## src/rtl/ram_port_arbiter.sv

```systemverilog
// Two-port arbiter for the single-port data RAM: registered grants, bounded bursts, 1-cycle read return.
// Optional ARB_ROUND_ROBIN_EN: round-robin on simultaneous requests in IDLE (default: port 0 wins).
module ram_port_arbiter #(
   parameter int ADDR_WIDTH = 8,
   parameter int DATA_WIDTH = 8,
   parameter int MAX_BURST  = 4
) (
   input  logic                  clk,
   input  logic                  arst,
   input  logic                  req0,
   input  logic                  req1,
   input  logic                  we0,
   input  logic                  we1,
   input  logic [ADDR_WIDTH-1:0] addr0,
   input  logic [ADDR_WIDTH-1:0] addr1,
   input  logic [DATA_WIDTH-1:0] wdata0,
   input  logic [DATA_WIDTH-1:0] wdata1,
   output logic                  gnt0,
   output logic                  gnt1,
   output logic                  rvalid0,
   output logic                  rvalid1,
   output logic [DATA_WIDTH-1:0] rdata,
   output logic [ADDR_WIDTH-1:0] ram_addr,
   output logic                  ram_wr_en,
   output logic [DATA_WIDTH-1:0] ram_data_wr,
   input  logic [DATA_WIDTH-1:0] ram_data_rd
);

   localparam int CW = $clog2(MAX_BURST) + 1;
   localparam logic [CW-1:0] CNT_MAX = CW'(MAX_BURST - 1);

   typedef enum logic [1:0] {
      IDLE = 2'd0,
      OWN0 = 2'd1,
      OWN1 = 2'd2
   } state_t;

   state_t          state_r;
   state_t          state_nx_s;
   logic [CW-1:0]   burst_cnt_r;
   logic            gnt0_r;
   logic            gnt1_r;
   logic            rvalid0_r;
   logic            rvalid1_r;
   logic            acc0_s;
   logic            acc1_s;
   logic            pick1_s;

   assign acc0_s = (state_r == OWN0) & req0;
   assign acc1_s = (state_r == OWN1) & req1;

`ifdef ARB_ROUND_ROBIN_EN
   logic last_owner_r;

   assign pick1_s = ~last_owner_r;

   // Remember which port was most recently granted, updated on entry to an owner state
   always_ff @(posedge clk or posedge arst) begin
      if (arst) begin
         last_owner_r <= 1'b1;
      end else if ((state_nx_s == OWN0) && (state_r != OWN0)) begin
         last_owner_r <= 1'b0;
      end else if ((state_nx_s == OWN1) && (state_r != OWN1)) begin
         last_owner_r <= 1'b1;
      end else begin
         last_owner_r <= last_owner_r;
      end
   end
`else
   assign pick1_s = 1'b0;
`endif

   // Next-state selection; a saturated burst only hands over when the other port is waiting
   always_comb begin
      state_nx_s = state_r;
      case (state_r)
         IDLE: begin
            if (req0 && req1) begin
               state_nx_s = pick1_s ? OWN1 : OWN0;
            end else if (req0) begin
               state_nx_s = OWN0;
            end else if (req1) begin
               state_nx_s = OWN1;
            end else begin
               state_nx_s = IDLE;
            end
         end
         OWN0: begin
            if (!req0) begin
               state_nx_s = req1 ? OWN1 : IDLE;
            end else if ((burst_cnt_r == CNT_MAX) && req1) begin
               state_nx_s = OWN1;
            end else begin
               state_nx_s = OWN0;
            end
         end
         OWN1: begin
            if (!req1) begin
               state_nx_s = req0 ? OWN0 : IDLE;
            end else if ((burst_cnt_r == CNT_MAX) && req0) begin
               state_nx_s = OWN0;
            end else begin
               state_nx_s = OWN1;
            end
         end
         default: begin
            state_nx_s = IDLE;
         end
      endcase
   end

   // FSM state, grants, burst counter and read-valid flags
   always_ff @(posedge clk or posedge arst) begin
      if (arst) begin
         state_r     <= IDLE;
         gnt0_r      <= 1'b0;
         gnt1_r      <= 1'b0;
         rvalid0_r   <= 1'b0;
         rvalid1_r   <= 1'b0;
         burst_cnt_r <= '0;
      end else begin
         state_r   <= state_nx_s;
         gnt0_r    <= (state_nx_s == OWN0);
         gnt1_r    <= (state_nx_s == OWN1);
         rvalid0_r <= acc0_s & ~we0;
         rvalid1_r <= acc1_s & ~we1;
         // Staying in an owner state implies an access happened this cycle
         if ((state_nx_s != state_r) || (state_r == IDLE)) begin
            burst_cnt_r <= '0;
         end else if (burst_cnt_r != CNT_MAX) begin
            burst_cnt_r <= burst_cnt_r + CW'(1);
         end else begin
            burst_cnt_r <= burst_cnt_r;
         end
      end
   end

   // RAM bus follows the owning port only while it is actually accessing
   always_comb begin
      ram_addr    = '0;
      ram_wr_en   = 1'b0;
      ram_data_wr = '0;
      if (acc0_s) begin
         ram_addr    = addr0;
         ram_wr_en   = we0;
         ram_data_wr = wdata0;
      end else if (acc1_s) begin
         ram_addr    = addr1;
         ram_wr_en   = we1;
         ram_data_wr = wdata1;
      end else begin
         ram_addr    = '0;
         ram_wr_en   = 1'b0;
         ram_data_wr = '0;
      end
   end

   assign gnt0    = gnt0_r;
   assign gnt1    = gnt1_r;
   assign rvalid0 = rvalid0_r;
   assign rvalid1 = rvalid1_r;
   assign rdata   = ram_data_rd;

endmodule
```

## config.mk

```make
export PLATFORM = sky130hd
export DESIGN_NAME = ram_port_arbiter
export DESIGN_NICKNAME = d
export VERILOG_FILES = /design/src/rtl/ram_port_arbiter.sv
export SDC_FILE = /design/constraint.sdc
export NUM_CORES = 1
export LEC_CHECK = 0
export CORE_ASPECT_RATIO = 0.6
export CORE_MARGIN = 1
export CORE_UTILIZATION = 29
export DETAILED_ROUTE_END_ITERATION = 6
export PLACE_DENSITY_LB_ADDON = 0.12
export SYNTH_ARGS = -nofsm -noshare
export SYNTH_HDL_FRONTEND = slang
export SYNTH_SLANG_ARGS = --single-unit
```

## constraint.sdc

```tcl
create_clock -name clk -period 2.73 [get_ports clk]
set_input_delay 0.6825 -clock clk [delete_from_list [all_inputs] [get_ports clk]]
set_output_delay 0.6825 -clock clk [all_outputs]
set_load 0.01 [all_outputs]
```

==> results of run 1 <==
metal layers:
layer | routed length, um | vias up
li1 | - | 344
met1 | 876 | 326
met2 | 958 | 44
met3 | 202 | 4
met4 | 17 | 0
met5 | 0 | -
cells in the mapped netlist:
cell type and instances:
sky130_fd_sc_hd__dfrtp_1 9, sky130_fd_sc_hd__nor2_1 4, sky130_fd_sc_hd__o21a_1 2, sky130_fd_sc_hd__xor2_1 1
sky130_fd_sc_hd__a22oi_1 1, sky130_fd_sc_hd__inv_1 3, sky130_fd_sc_hd__a221oi_1 2, sky130_fd_sc_hd__buf_2 1
sky130_fd_sc_hd__nand2_1 4, sky130_fd_sc_hd__a21oi_1 3, sky130_fd_sc_hd__and3b_1 2, sky130_fd_sc_hd__a22o_1 17
sky130_fd_sc_hd__or2b_1 1, sky130_fd_sc_hd__buf_6 2, sky130_fd_sc_hd__ha_1 2, sky130_fd_sc_hd__nor2b_1 2
sky130_fd_sc_hd__mux2i_1 1, sky130_fd_sc_hd__buf_4 10
layout make-up:
class | count | area [um2]
clock buffers | 4 | 45.04
fillers | 171 | 732.0
inverters | 3 | 11.26
multi-input cells | 42 | 317.8
flip-flops and latches | 9 | 225.2
well taps | 28 | 35.03
repair buffers | 62 | 615.6
timing repair:
item	4_1_cts	5_1_grt
resized for setup	19	1
pin swaps	0	1
setup endpoints to repair	17	5
cell families (layout without fill, tap and decap cells):
kind of cell	Yosys count	in the layout	synth area share
compound gates	25	25	0.3117
xor+xnor	1	1	0.01339
fa+ha+maj	2	2	0.03823
buf+inv	16	69	0.1740
flops	9	9	0.3442
mux	1	1	0.01530
simple gates	13	13	0.1032
state kept, by name, summed over array words and instances, names as in the netlist:
signal	cells
state_r	2
burst_cnt_r	3
gnt0	1
rvalid1	1
gnt1	1
rvalid0	1
per-stage QoR:
| step | util | cells | TNS, ns | hold WS [ns] |
|---|---|---|---|---|
| final | 0.6307 | 148 | 0 | 0.5318 |
| after global routing | 0.6307 | 148 | 0 | 0.5634 |
| after CTS | 0.6301 | 148 | 0 | 0.5346 |
| after detailed placement | 0.6168 | 144 | -2.674 | 0.5248 |
| after global placement | 0.6168 | 144 | -2.276 | 0.4919 |
| after floorplan | - | 67 | 0 | 0.4802 |
worst min-delay path by stage:
stage                               start                         end  slack (ns)  cells after the start
2_1_floorplan  burst_cnt_r[2]$_DFFE_PP0P_  burst_cnt_r[2]$_DFFE_PP0P_        0.48                      2
3_3_place_gp   burst_cnt_r[2]$_DFFE_PP0P_  burst_cnt_r[2]$_DFFE_PP0P_        0.49                      2
3_5_place_dp   burst_cnt_r[2]$_DFFE_PP0P_  burst_cnt_r[2]$_DFFE_PP0P_        0.52                      2
4_1_cts        burst_cnt_r[2]$_DFFE_PP0P_  burst_cnt_r[2]$_DFFE_PP0P_        0.53                      2
5_1_grt        burst_cnt_r[2]$_DFFE_PP0P_  burst_cnt_r[2]$_DFFE_PP0P_        0.56                      2
6_report       burst_cnt_r[2]$_DFFE_PP0P_  burst_cnt_r[2]$_DFFE_PP0P_        0.53                      2
tightest hold or removal path: stages (launching register included):
cell and delay (ns):
sky130_fd_sc_hd__dfrtp_1 0.34, sky130_fd_sc_hd__a21oi_1 0.07, sky130_fd_sc_hd__nor2_1 0.08
report_power, final:
group | switching, uW | total [uW] | internal (uW)
clock | 47.7 | 149 | 101
combinational | 54.6 | 155 | 100
sequential | 7.06 | 150 | 143
total | 109 | 454 | 345
==> results.md, run 1 <==
- The flow ran to the end, and the final reports show no timing, DRC or antenna violations.
- The critical path data arrival time is 1.99 ns.
- After synthesis the cells add up to 654.4 um2.
- In this run the worst setup path terminates at ram_addr[5].
- Power spread over the standard cell area amounts to 363.1 mW/mm2.
- The clock latency of the later-clocked register in the worst-skew pair is 0.23 ns.
- The critical path data required time is 2.05 ns.
- The worst-case clock buffer depth is 2.
- The slowest stage of the critical path belongs to the cell sky130_fd_sc_hd__clkdlybuf4s50_1.
- The number of top-level pins is 75.
- The number of maximum-capacitance violations is 0.
- The worst slack at placement is -0.1791 ns.
- The number of DRC violations after detailed routing is 0.
- The peak ir drop on the vdd network is 339.0 uV.
- For this configuration, the core starts out at a cell density of 0.3302.
- The number of nets in the layout is 169.
- The stage delay of the slowest cell on the critical path is 0.42 ns.
- The die extent in x is 63.33 um.
- The clock slew seen by the registers of the worst setup and hold paths is 0.04 ns.
- The count of endpoints failing hold in the final timing report is 0.
- The depth of the CTS H-tree is 1.
- The synthesized design contains 9 register bits.
- The total count of max-transition violations in the final report was 0.
- The number of buffers inserted by port buffering is 58.
- After routing the design area is 0.001250 mm2.
- The analysis attributes to cell leakage a power of 0.0005981 uW.
- The vias per cell is 4.851.
- In this run the remaining antenna-violating nets after routing total 0.
- The maximum clock skew at final layout is 0.001550 ns.
- The final weighted congestion in routability-driven placement is 0.6974.
- Buffers inserted during clock tree synthesis total 3.
- The final period demand of the worst path is 2.672 ns.
- The die boundary height is 38.80 um.
- The actual slew at the worst max-slew pin is 0.3209 ns.
- The aggregate routed wire length is 2054 um.
- The antenna diode instance count is 0.
- Synthesis handed over a netlist of 67 instances.
- The buffer count from post-CTS setup fixing is 0.
- Setup repair after global routing left no endpoint under its margin.
- The design draws 453.9 uW.
- In this run the critical register-to-register path is captured at gnt1$_DFF_PP0_.
- For this block, the initial DRC count from the detailed router was 9.
- The placed standard-cell area is 0.001222 mm2.
- The routed length per instance is 13.88 um.
- The met2 usage in global routing is 0.2686.
- The type of the worst min-delay path is reg2reg.
- The largest fanout of any net on the critical path is 19.
- The layout cell share with drive strength beyond 1 is 0.07500.
- The count of buffering cells on the critical path with inverters included is 3.
- Setup slack closes at 0.05790 ns.
- For the worst flop-to-flop path, the logic depth is 5.
- The layer with the highest usage is met2.
- For met3 alone, demand over resource in global routing was 0.07353.
- The initial antenna violation count is 0.
- Of the post-synthesis cell area, the dominant cell type holds 0.3442.
- The total congestion overflow is 0.
- The synthesized area per cell is 9.767 um2.
- The critical path is of the in2out type.
- For this run, the total global-route usage over all layers was measured as 0.1650.
- The largest area contributor in the netlist is sky130_fd_sc_hd__dfrtp_1.
- Traced cell by cell, the critical path runs through clkdlybuf4s50_1 > and3b_2 > buf_12 > a22o_1 > dlygate4sd2_1.
- The tree is rooted in a sky130_fd_sc_hd__clkbuf_8.
- In this run the critical register-to-register path is launched from burst_cnt_r[0]$_DFFE_PP0P_.
- The post-detailed-placement half-perimeter wirelength is 1711 um.
- Counting every net in the synthesized netlist gives 115.
- The worst setup slack for register-to-register paths is 1.17 ns.
- The most critical setup path has its startpoint at req0.
- The clock tree from TritonCTS is yes.
- For met1 alone, demand over resource in global routing was 0.1944.
- The first global-routing pass estimated 2953 um of wire.
- In the layout the commonest cells are 41 x sky130_fd_sc_hd__clkdlybuf4s50_1, 17 x sky130_fd_sc_hd__a22o_1, 16 x sky130_fd_sc_hd__dlygate4sd2_1, 9 x sky130_fd_sc_hd__dfrtp_1.
- The area inside the core boundary is 0.001982 mm2.
- The placement row count is 12.
- The category of the worst setup path launch point is a primary input.
- The critical path endpoint category is a primary output.
- Derived from the worst setup path, the maximum achievable clock frequency is 0.3742 GHz.
- Entering global routing, the biggest net connects 20 pins.
- The cell family with the largest share of critical-path delay is buffers and inverters.
- The via count is 718.
- The via count of the first global-routing pass is 638.
- The number of unique standard cell types used by synthesis is 18.
- The count of warnings emitted by yosys is 0.
- The most common cell after layout, fill and taps aside is sky130_fd_sc_hd__clkdlybuf4s50_1.
- The floorplan step defined a die boundary enclosing 0.002457 mm2.
- By area the synthesized netlist is led by sky130_fd_sc_hd__dfrtp_1 34%, sky130_fd_sc_hd__a22o_1 23%, sky130_fd_sc_hd__buf_4 11%.
- The post-synthesis sequential area ratio is 0.3442.
- Headroom to the max-slew limit came out at 0.7858.
- For this design, the CTS-stage hold fixing added 0 buffers.
- The final setup violation count is 0.
- Relative to the synthesized area, the layout overhead comes to 91.01%.
- The depth of the critical timing path with buffers and inverters included is 5.
- Of the available clock period, the critical path in the final layout requires 0.9788.
- The first detailed-routing pass took 4 iterations.
- The clock drives 9 sinks.
No activity file was read; power rests on OpenSTA's default activity.
==> inputs of run 2 (changes only) <==
==> constraint.sdc (replaced) <==
create_clock -name clk -period 2.73 [get_ports clk]
set_input_delay 0.6825 -clock clk [delete_from_list [all_inputs] [get_ports clk]]
set_output_delay 0.6825 -clock clk [all_outputs]
set_load 0.05 [all_outputs]
==> run 2 against run 1 <==
Cell count is the same. Die area is the same. Sequential cell count is the same. Maximum frequency grew 3.8%. Clock power grew 3%. Critical endpoint unchanged. Largest cell class unchanged. Highest routed layer unchanged.
==> results.md, run 2 (synthesized netlist as in run 1, its figures left out) <==
- The count of endpoints failing hold in the final timing report is 0.
- The maximum clock skew at final layout is 0.001820 ns.
- The first TritonRoute pass finished after 4 iterations.
- The stage delay of the slowest cell on the critical path is 0.41 ns.
- The worst setup slack for register-to-register paths is 1.15 ns.
- The reg-to-reg startpoint is burst_cnt_r[0]$_DFFE_PP0P_.
- Headroom to the max-slew limit came out at 0.6583.
- The internal cell power is 391.9 uW.
- The die covers 0.002457 mm2.
- The number of sinks handled by clock tree synthesis is 9.
- The non-filler instance count after layout is 148.
- Setup repair after global routing left no endpoint under its margin.
- Detailed placement ended at an HPWL of 1917 um.
- Data on the critical path arrives at its endpoint at 1.89 ns.
- The maximum number of pins on one net before global-route repair is 20.
- Summing over every cut layer, the via total after detailed routing is 726.
- Leaving out fill and tap cells, the most frequent cell in the layout is sky130_fd_sc_hd__clkdlybuf4s50_1.
- The multi-input combinational cell area is 315.3 um2.
- The worst setup path is launched from a primary input.
- The count of placed standard cells including taps is 144.
- The clock reaches the later pin of the worst-skew pair after 0.23 ns.
- After filler insertion, the fill cell instance count of the layout stands at 148.
- The placement row count is 12.
- The post-cts repair resize count is 0.
- The tool flagged a number of max-cap violations equal to 0.
- The clock tree root driver cell is sky130_fd_sc_hd__clkbuf_8.
- The endpoint identified for the worst register-to-register timing path is state_r[1]$_DFF_PP0_.
- In the final layout, the registers with the most flip-flops are burst_cnt_r (3), state_r (2).
- The critical path class is in2out.
- Counting both buffers and inverters, the worst setup path holds a total of 3.
- For this configuration, the core starts out at a cell density of 0.3302.
- In this run the number of H-tree levels came out at 1.
- The library cells used most frequently in the layout, excluding fill and tap cells, are 41 x sky130_fd_sc_hd__clkdlybuf4s50_1, 19 x sky130_fd_sc_hd__buf_12, 17 x sky130_fd_sc_hd__a22o_1, 9 x sky130_fd_sc_hd__dfrtp_1.
- The startpoint of the lowest-slack hold path is burst_cnt_r[2]$_DFFE_PP0P_.
- TritonCTS built the clock tree.
- 0 antenna diodes ended up in the layout.
- Walking the worst path, the cells encountered are clkdlybuf4s50_1 > and3b_1 > buf_12 > a22o_1 > buf_12.
- The analysis attributes to cell leakage a power of 0.0006159 uW.
- The area added between synthesis and finish is 119.7%.
- The reported net switching power is 190.8 uW.
- In the final routed layout, each cell accounts on average for 15.89 um.
- The fraction of the cycle the final worst path needs is 0.9433.
- The critical path's most frequent cell is sky130_fd_sc_hd__buf_12.
- The worst hold path passes through 2 cells.
- The core region is 0.001982 mm2.
- Clock-pin slew was measured on the worst setup and hold paths at 0.04 ns.
- The share of total power dissipated in the clock network is 0.265.
- The run finished with clean final reports.
- The total count of max-transition violations in the final report is 0.
- Subtracting the final worst setup slack from the clock period gives 2.575 ns.
- The floorplan step set the die height to 38.80 um.
- The number of DRC violations after detailed routing is 0.
- Using the TritonRoute via totals, the vias-per-cell ratio works out to 4.905.
- The critical path endpoint category is a primary output.
- The first-pass GRT wire length is 3532 um.
- In this run the horizontal extent of the chip is 63.33 um.
- The peak ir drop on the vdd network is 309.0 uV.
- Of the total power, registers draw 0.258.
- The final weighted congestion in routability-driven placement is 0.7104.
- For this run, the total global-route usage over all layers was measured as 0.1991.
- In the final layout, the share of cells above drive strength 1 is 0.2000.
- The number of hold buffers added after CTS was 0.
- The actual slew at the worst max-slew pin is 0.5110 ns.
- The cell with the largest stage delay on the worst path is sky130_fd_sc_hd__clkdlybuf4s50_1.
- For hold timing, the worst endpoint is burst_cnt_r[2]$_DFFE_PP0P_.
- For this block, the initial DRC count from the detailed router was 31.
- Data on the critical path is required at its endpoint by 2.05 ns.
- In this run the worst path has a maximum fanout of 19.
- The switching part of the total power is 0.3274.
- The power density of the placed cells is 405.3 mW/mm2.
- During placement, the flow inserted port buffers numbering 58.
- The number of buffers added by the clock tree synthesis step is 3.
- The logic gate share of total power is 0.477.
- Post-CTS timing repair inserted 0 buffers for setup.
- 75 I/O pins were placed.
- The initial antenna violation count is 0.
- The via count of the first global-routing pass is 689.
- The total congestion overflow is 0.
- The upper clock frequency limit is 0.3883 GHz.
- Setup violations remaining at the end of the flow were counted as 0.
- No sink is reached through more buffers than the 2 on the longest clock path.
- The cell family with the largest share of critical-path delay is buffers and inverters.
- The final layout contains 169 nets.
- The number of flip-flops under the largest register name is 3.
- The total area of sequential cells is 225.2 um2.
- Wires add up to 2352 um.
- The type of the worst min-delay path is reg2reg.
- Adding up every negative setup slack in the final design gives 0 ns.
- The number of cells on the worst reg-to-reg path is 5.
- The detail route stage leaves a number of antenna-violating nets equal to 0.
- More flip-flops sit in one register than any other, and that register is burst_cnt_r.
[run 2: changes by cell type in the layout (fill, tap and decap cells not counted)]
cell,change
sky130_fd_sc_hd__and3b_1,+2
sky130_fd_sc_hd__clkdlybuf4s15_1,-1
sky130_fd_sc_hd__dlygate4sd2_1,-16
sky130_fd_sc_hd__buf_12,+17
sky130_fd_sc_hd__and3b_2,-2
[run 2: worst max-delay path by stage]
| stage | to | depth (start not counted) | slack (ns) | from |
|---|---|---|---|---|
| floorplan | ram_addr[0] | 4 | 0.50 | req1 |
| finish | ram_addr[5] | 5 | 0.15 | req0 |
| CTS | ram_addr[5] | 5 | 0.15 | req0 |
| detailed placement | ram_data_wr[4] | 5 | 0.15 | req0 |
| global route | ram_addr[5] | 5 | 0.12 | req0 |
| global placement | ram_addr[5] | 5 | 0.17 | req0 |
[run 2: power by group through the flow]
stage	clock, uW	sequential (uW)	combinational, uW
2_1_floorplan	0	164	142
3_5_place_dp	0	152	279
4_1_cts	162	150	280
6_report	154	150	278
3_3_place_gp	0	151	273
5_1_grt	168	151	290
[run 2: routing by layer]
layer,track usage,part of all wire,up-vias
met5,0,0,-
met4,0.06250,0.0081,0
met3,0.05294,0.070,5
met2,0.3511,0.50,38
met1,0.2421,0.42,337
li1,-,-,346
[run 2: stage by stage]
step	total power, uW	util	worst slack, ns	hold WS, ns	cell area (um2)
after floorplan	305.8	-	0.5029	0.4802	654.4
after global placement	424.7	0.7027	0.1693	0.4914	1393
after detailed placement	430.1	0.7027	0.1537	0.5104	1393
after CTS	591.0	0.7254	0.1517	0.5216	1438
after global routing	609.0	0.7254	0.1161	0.5648	1438
final	582.7	0.7254	0.1548	0.5172	1438
[run 2: tightest hold or removal path, delay by kind of cell (launching register included)]
kind	cells	cell delay, ns
flops	1	0.34
compound gates	1	0.06
simple gates	1	0.07
[run 2: cell type report]
class / count / area share
Clock buffer: 4 / 0.03133
Timing Repair Buffer: 62 / 0.5605
Sequential cell: 9 / 0.1567
Tap cell: 28 / 0.02437
Multi-Input combinational cell: 42 / 0.2193
Inverter: 3 / 0.007833
==> inputs of run 3 (changes only) <==
Settings changed: HOLD_SLACK_MARGIN set to 0.03.
==> results of run 3 <==
No change in the layout: final DEF, timing and power equal those of run 2.
